[src/rtl/pipe_pkg.sv]
// Shared definitions for the IF/ID pipeline register.
//   EXC_ADEL        exception code for a misaligned instruction fetch
//   NOP             all-zero instruction inserted as a bubble
//   RS_*/RT_*       register-address field positions inside an instruction
//   if_id_payload_t payload carried from fetch to decode (default 32-bit widths)
package pipe_pkg;

    localparam logic [4:0]  EXC_ADEL = 5'd4;
    localparam logic [31:0] NOP      = 32'h0;

    localparam int RS_HI = 25;
    localparam int RS_LO = 21;
    localparam int RT_HI = 20;
    localparam int RT_LO = 16;

    typedef struct packed {
        logic [31:0] pc;
        logic [31:0] instr;
        logic [4:0]  exc;
        logic        bd;
    } if_id_payload_t;

    // Instruction fetches must be word aligned.
    function automatic logic pc_misaligned(input logic [1:0] pc_lsb);
        return pc_lsb != 2'b00;
    endfunction

endpackage

[src/rtl/pipe_payload_slot.sv]
// One valid bit plus a payload register.
//   clk    rising-edge clock
//   reset  synchronous, active-high; empties the slot
//   clear  empties the slot (wins over load)
//   load   captures d and marks the slot valid
//   d      payload to capture
//   valid  slot holds a real entry
//   q      held payload; all zero whenever the slot is empty
module pipe_payload_slot #(
    parameter int W = 70
) (
    input  logic         clk,
    input  logic         reset,
    input  logic         clear,
    input  logic         load,
    input  logic [W-1:0] d,
    output logic         valid,
    output logic [W-1:0] q
);

    // Zeroing the payload on clear keeps an empty slot presenting a NOP
    // without any output muxing downstream.
    always_ff @(posedge clk) begin
        if (reset || clear) begin
            valid <= 1'b0;
            q     <= '0;
        end else if (load) begin
            valid <= 1'b1;
            q     <= d;
        end
    end

endmodule

[src/rtl/if_id_skid_reg.sv]
// IF/ID pipeline register with valid/ready handshake, optional skid slot,
// NOP bubble insertion, flush, fetch alignment check and stall counter.
//   clk, reset            clock, synchronous active-high reset
//   flush                 kill everything held plus the instruction offered now
//   in_valid/in_ready     fetch-side handshake
//   in_pc/instr/exc/bd    fetch payload
//   out_ready/out_valid   decode-side handshake
//   out_pc/instr/exc/bd   decode payload (all zero when !out_valid)
//   out_rs/out_rt         register-address fields of the held instruction
//   reset_out             reset delayed one cycle for the next stage
//   stall_cnt             saturating count of out_valid & !out_ready cycles
module if_id_skid_reg
    import pipe_pkg::*;
#(
    parameter int XLEN      = 32,
    parameter int EXC_W     = 5,
    parameter int RA_W      = 5,
    parameter int SKID      = 1,
    parameter int ALIGN_CHK = 1,
    parameter int CNT_W     = 16
) (
    input  logic             clk,
    input  logic             reset,
    input  logic             flush,
    input  logic             in_valid,
    output logic             in_ready,
    input  logic [XLEN-1:0]  in_pc,
    input  logic [XLEN-1:0]  in_instr,
    input  logic [EXC_W-1:0] in_exc,
    input  logic             in_bd,
    input  logic             out_ready,
    output logic             out_valid,
    output logic [XLEN-1:0]  out_pc,
    output logic [XLEN-1:0]  out_instr,
    output logic [EXC_W-1:0] out_exc,
    output logic             out_bd,
    output logic [RA_W-1:0]  out_rs,
    output logic [RA_W-1:0]  out_rt,
    output logic             reset_out,
    output logic [CNT_W-1:0] stall_cnt
);

    localparam int PW = 2*XLEN + EXC_W + 1;

    logic          adel;
    logic [PW-1:0] in_pl;
    logic          accept, issue, main_free;
    logic          main_v, main_load, main_clr, main_from_skid;
    logic [PW-1:0] main_d, main_q;
    logic          skid_v, skid_load, skid_clr, skid_full_next;
    logic [PW-1:0] skid_q;

    // Misaligned fetch without an earlier exception becomes an ADEL with
    // a NOP body; an exception already raised by fetch is kept as is.
    assign adel  = (ALIGN_CHK != 0) && pc_misaligned(in_pc[1:0]) && (in_exc == '0);
    assign in_pl = {in_pc,
                    adel ? XLEN'(NOP) : in_instr,
                    adel ? EXC_W'(EXC_ADEL) : in_exc,
                    in_bd};

    assign accept    = in_valid & in_ready;
    assign issue     = main_v & out_ready;
    assign main_free = issue | ~main_v;

    // The skid always holds the older instruction, so it has first claim on
    // a free main slot; otherwise the input goes straight to main.
    assign main_from_skid = skid_v & main_free;
    assign main_load      = main_from_skid | (accept & main_free);
    assign main_d         = main_from_skid ? skid_q : in_pl;
    assign main_clr       = flush | (issue & ~main_load);

    // Input arrives while decode is stalled: park it in the skid.
    assign skid_load      = accept & ~main_free;
    assign skid_clr       = flush | main_from_skid;
    assign skid_full_next = ~flush & (skid_load | (skid_v & ~main_from_skid));

    pipe_payload_slot #(.W(PW)) u_main (
        .clk   (clk),
        .reset (reset),
        .clear (main_clr),
        .load  (main_load),
        .d     (main_d),
        .valid (main_v),
        .q     (main_q)
    );

    generate
        if (SKID != 0) begin : g_skid
            logic in_ready_q;

            pipe_payload_slot #(.W(PW)) u_skid (
                .clk   (clk),
                .reset (reset),
                .clear (skid_clr),
                .load  (skid_load),
                .d     (in_pl),
                .valid (skid_v),
                .q     (skid_q)
            );

            // Ready is computed from next-cycle skid occupancy so fetch sees
            // a flop output; an empty skid always leaves room for one more.
            always_ff @(posedge clk) begin
                if (reset) in_ready_q <= 1'b0;
                else       in_ready_q <= ~skid_full_next;
            end
            assign in_ready = in_ready_q;
        end else begin : g_no_skid
            assign skid_v   = 1'b0;
            assign skid_q   = '0;
            assign in_ready = ~reset & (out_ready | ~main_v);
        end
    endgenerate

    assign out_valid = main_v;
    assign out_pc    = main_q[PW-1 -: XLEN];
    assign out_instr = main_q[EXC_W+1 +: XLEN];
    assign out_exc   = main_q[1 +: EXC_W];
    assign out_bd    = main_q[0];
    assign out_rs    = RA_W'(out_instr[RS_HI:RS_LO]);
    assign out_rt    = RA_W'(out_instr[RT_HI:RT_LO]);

    always_ff @(posedge clk) begin
        reset_out <= reset;
    end

    always_ff @(posedge clk) begin
        if (reset)
            stall_cnt <= '0;
        else if (main_v && !out_ready && (stall_cnt != '1))
            stall_cnt <= stall_cnt + CNT_W'(1);
    end

endmodule

[config.mk]
export PLATFORM = sky130hd
export DESIGN_NAME = if_id_skid_reg
export DESIGN_NICKNAME = d
export VERILOG_FILES = /design/src/rtl/pipe_pkg.sv /design/src/rtl/pipe_payload_slot.sv /design/src/rtl/if_id_skid_reg.sv
export SDC_FILE = /design/constraint.sdc
export NUM_CORES = 1
export LEC_CHECK = 0
export CAP_MARGIN = 20
export CORE_ASPECT_RATIO = 2
export CORE_UTILIZATION = 54
export CTS_CLUSTER_SIZE = 24
export DETAILED_ROUTE_END_ITERATION = 10
export PLACE_DENSITY = 0.86
export SYNTH_ARGS = -nofsm -noshare
export SYNTH_HDL_FRONTEND = slang
export SYNTH_HIERARCHICAL = 1
export SYNTH_SLANG_ARGS = --single-unit
[constraint.sdc]
create_clock -name clk -period 4.75 [get_ports clk]
set_input_delay 0.475 -clock clk [delete_from_list [all_inputs] [get_ports clk]]
set_output_delay 0.475 -clock clk [all_outputs]
set_load 0.03 [all_outputs]
==> impl_metrics.toml <==
[sta]
finalSetupTns_ns = 0
layout_min_cycle_time_ns = 2.94
setup_violations = 0
slew_headroom_pct = 38.5
fin_worst_skew_ns = 0.00544
rsz0062_at_grt = "no"
tightest_slew_ns = 0.922
hold_violations = 0
report.final.slew_viol_count = 0
period_share_pct = 61.9
fmax_mhz = 340

[yosys]
synth-edff-count = 0
syn-cell-area_um2 = 7240
async_flop_share_pct = 0
yosysUniqueCellTypes = 39
yosys_most_used_dff = "dfxtp_1"
postSynthAreaPerCell_um2 = 9.27
yosys_register_bits = 160
syn-num-nets = 857
syn_inst = 781
ys_warn_count = 6
seq_area_frac_synth_pct = 44.2

[outcome]
run_status = "finished with violations"
violations = "design-rule violations"

[worst_hold_path]
holdPathEnd = "u_main/q[21]"
hold_depth = 2
min_from = "u_main/q[21]"
hold_path.class = "reg2reg"

[power_and_ir_drop]
power_mw = 3.02
combPwrFrac_pct = 9.5
vdd_ir_drop_max_mv = 0.273
seqPwrFrac_pct = 45.3
switchingPower_mw = 0.718
internal_power_mw = 2.30
p_leak_nw = 3.36
pwr-share-clk_pct = 45.2
p_sw_share_pct = 23.8
pwr_density_cell_nw_per_um2 = 323

[finish]
layout.nets = 993
fin_util_pct = 71.5
area_growth_pct = 29.0
layout-drive-gt1-share_pct = 9.46

[clock_network]
clkSinkCount = 160
post-cts-setup-buffers = 0
clkTransAtPathRegs_ns = 0.06
ctsResizeCount = 0
clkLatencyLatePin_ns = 0.42
tritoncts = "yes"
clk_path_buf_depth = 2
clock-root-buffer = "clkbuf_16"
cts_htree_levels = 4
ctsHoldBuffers = 0
cts_made_buffers = 17

[placed_design]
place.gp.congestion = 0.785
portBuffers = 173
dp.final_hpwl_um = 12100

[routing]
antenna_left = 0
drt_iter0_drc = 234
first_pass_iters = 10
post-route-drc-count = 26
vias = 5886
post_drt_via_cell_ratio = 5.43
routedWlPerCell_um = 16.7
wl_um = 18100

[global_routing]
grt_max_degree = 50
use_met3_pct = 4.17
met2_usage_pct = 49.1
track_usage_pct = 26.2
grt_pass1_vias = 5960
busiest_layer = "met2"
grt_pass1_wl_um = 28900
gr-total-overflow = 0
antenna_found_initial = 1
grt_use_met1_pct = 27.1

[setup_path]
path_max_fanout = 48
r2r_setup_slack_ns = 1.97
crit_type = "in2reg"
timing.rr.end = "u_main/q[11]"
r2r-start = "u_main/valid"
cp_data_arrival_time_ns = 3.20
start_kind = "input pin"
end_kind = "register"
r2r_cells = 6
cp.required_ns = 5.01

[floorplan]
rows = 59
initial_utilization_pct = 55.4
coreArea_um2 = 13100
fp.dieW_um = 83.9
die_h_um = 166
io_pins = 174
dieArea_um2 = 13900

[run]
drv_cap = 0
-- sequential cells by signal, indices dropped and copies added, names as in the netlist --
register	count
u_main/valid	1
g_skid.u_skid/q	70
u_main/q	70
g_skid.u_skid/valid	1
reset_out	1
stall_cnt	16
in_ready	1
-- per-stage QoR --
stage          worst slack (ns)  instances  cell area (um2)  hold slack (ns)
2_1_floorplan              2.56        781             7240            0.456
3_3_place_gp               1.49       1050             8750            0.468
3_5_place_dp               1.41       1050             8750            0.478
4_1_cts                    1.81       1082             9340            0.496
5_1_grt                    1.60       1083             9350            0.514
6_report                   1.81       1083             9350            0.490
-- cell usage in the layout, fill, tap and decap left out, drive strengths merged, types with 10 or more instances in the layout --
master	instances
a21oi	10
buf	10
clkbuf	19
clkdlybuf4s50	173
dfxtp	160
mux2	33
mux2i	141
nand2	117
nor2	151
nor2b	33
nor3	10
-- Yosys cell counts, types with 2 or more instances --
cell	count	area, um2
o21ai_0	4	20.0
nor2b_1	33	206
inv_1	2	7.51
o31ai_1	6	45.0
nand3_1	4	20.0
buf_1	2	7.51
mux2_2	33	372
buf_6	30	338
or2_1	2	12.5
nor4_1	4	25.0
a31oi_1	2	12.5
nand2b_1	2	12.5
nor2_1	151	567
nand2_1	117	439
dfxtp_1	160	3200
and3_1	4	25.0
a21oi_1	10	50.1
or2_2	2	12.5
nand4_1	5	31.3
nand3_2	2	20.0
or4_1	9	67.6
buf_2	5	25.0
buf_4	12	90.1
mux2i_1	141	1410
nor3_1	9	45.0
clkbuf_1	17	63.8
-- worst max-delay path by stage --
stage            startpoint            to  slack [ns]
2_1_floorplan  stall_cnt[0]  stall_cnt[1]        2.56
3_3_place_gp      out_ready   u_main/q[8]        1.49
3_5_place_dp      out_ready   u_main/q[9]        1.41
4_1_cts           out_ready  u_main/q[11]        1.81
5_1_grt           out_ready  u_main/q[11]        1.60
6_report          out_ready  u_main/q[11]        1.81
-- worst max-delay path, cell delays in order --
cell and delay [ns]:
clkdlybuf4s50_1 0.44, nand2b_1 0.44, nand2_2 0.57, buf_4 0.61, mux2_2 0.42, mux2i_1 0.14
nor2_1 0.07
-- kinds of logic after synthesis --
group	after synthesis	synth area share (%)
AO/OA/AOI/OAI	28	2.47
buffers and inverters	68	7.34
adder cells (fa/ha/maj)	1	0.173
flip-flops	160	44.2
multiplexers	174	24.6
AND/OR/NAND/NOR	350	21.2
-- layout make-up --
type                       count  area [um2]
antenna                        1        2.50
clock buffer                  19         443
clock inverter                13         151
fill                         974        3720
inverter                       2        7.51
multi-input combinational    553        3530
sequential                   160        3200
tap                          152         190
timing repair buffer         183        1820
-- per-layer routing --
metal,wire [um],vias to the layer above
met5,0,-
met4,749,0
met3,654,47
met2,9860,168
met1,6870,2808
li1,-,2863
-- power groups by stage --
| stage | logic (mW) | registers (mW) | clock network [mW] |
|---|---|---|---|
| finish | 0.287 | 1.37 | 1.36 |
| global route | 0.306 | 1.37 | 1.44 |
| CTS | 0.288 | 1.37 | 1.38 |
| detailed placement | 0.285 | 1.40 | 0 |
| global placement | 0.282 | 1.40 | 0 |
| floorplan | 0.149 | 1.43 | 0 |
Power figures use the tool's default switching activity.
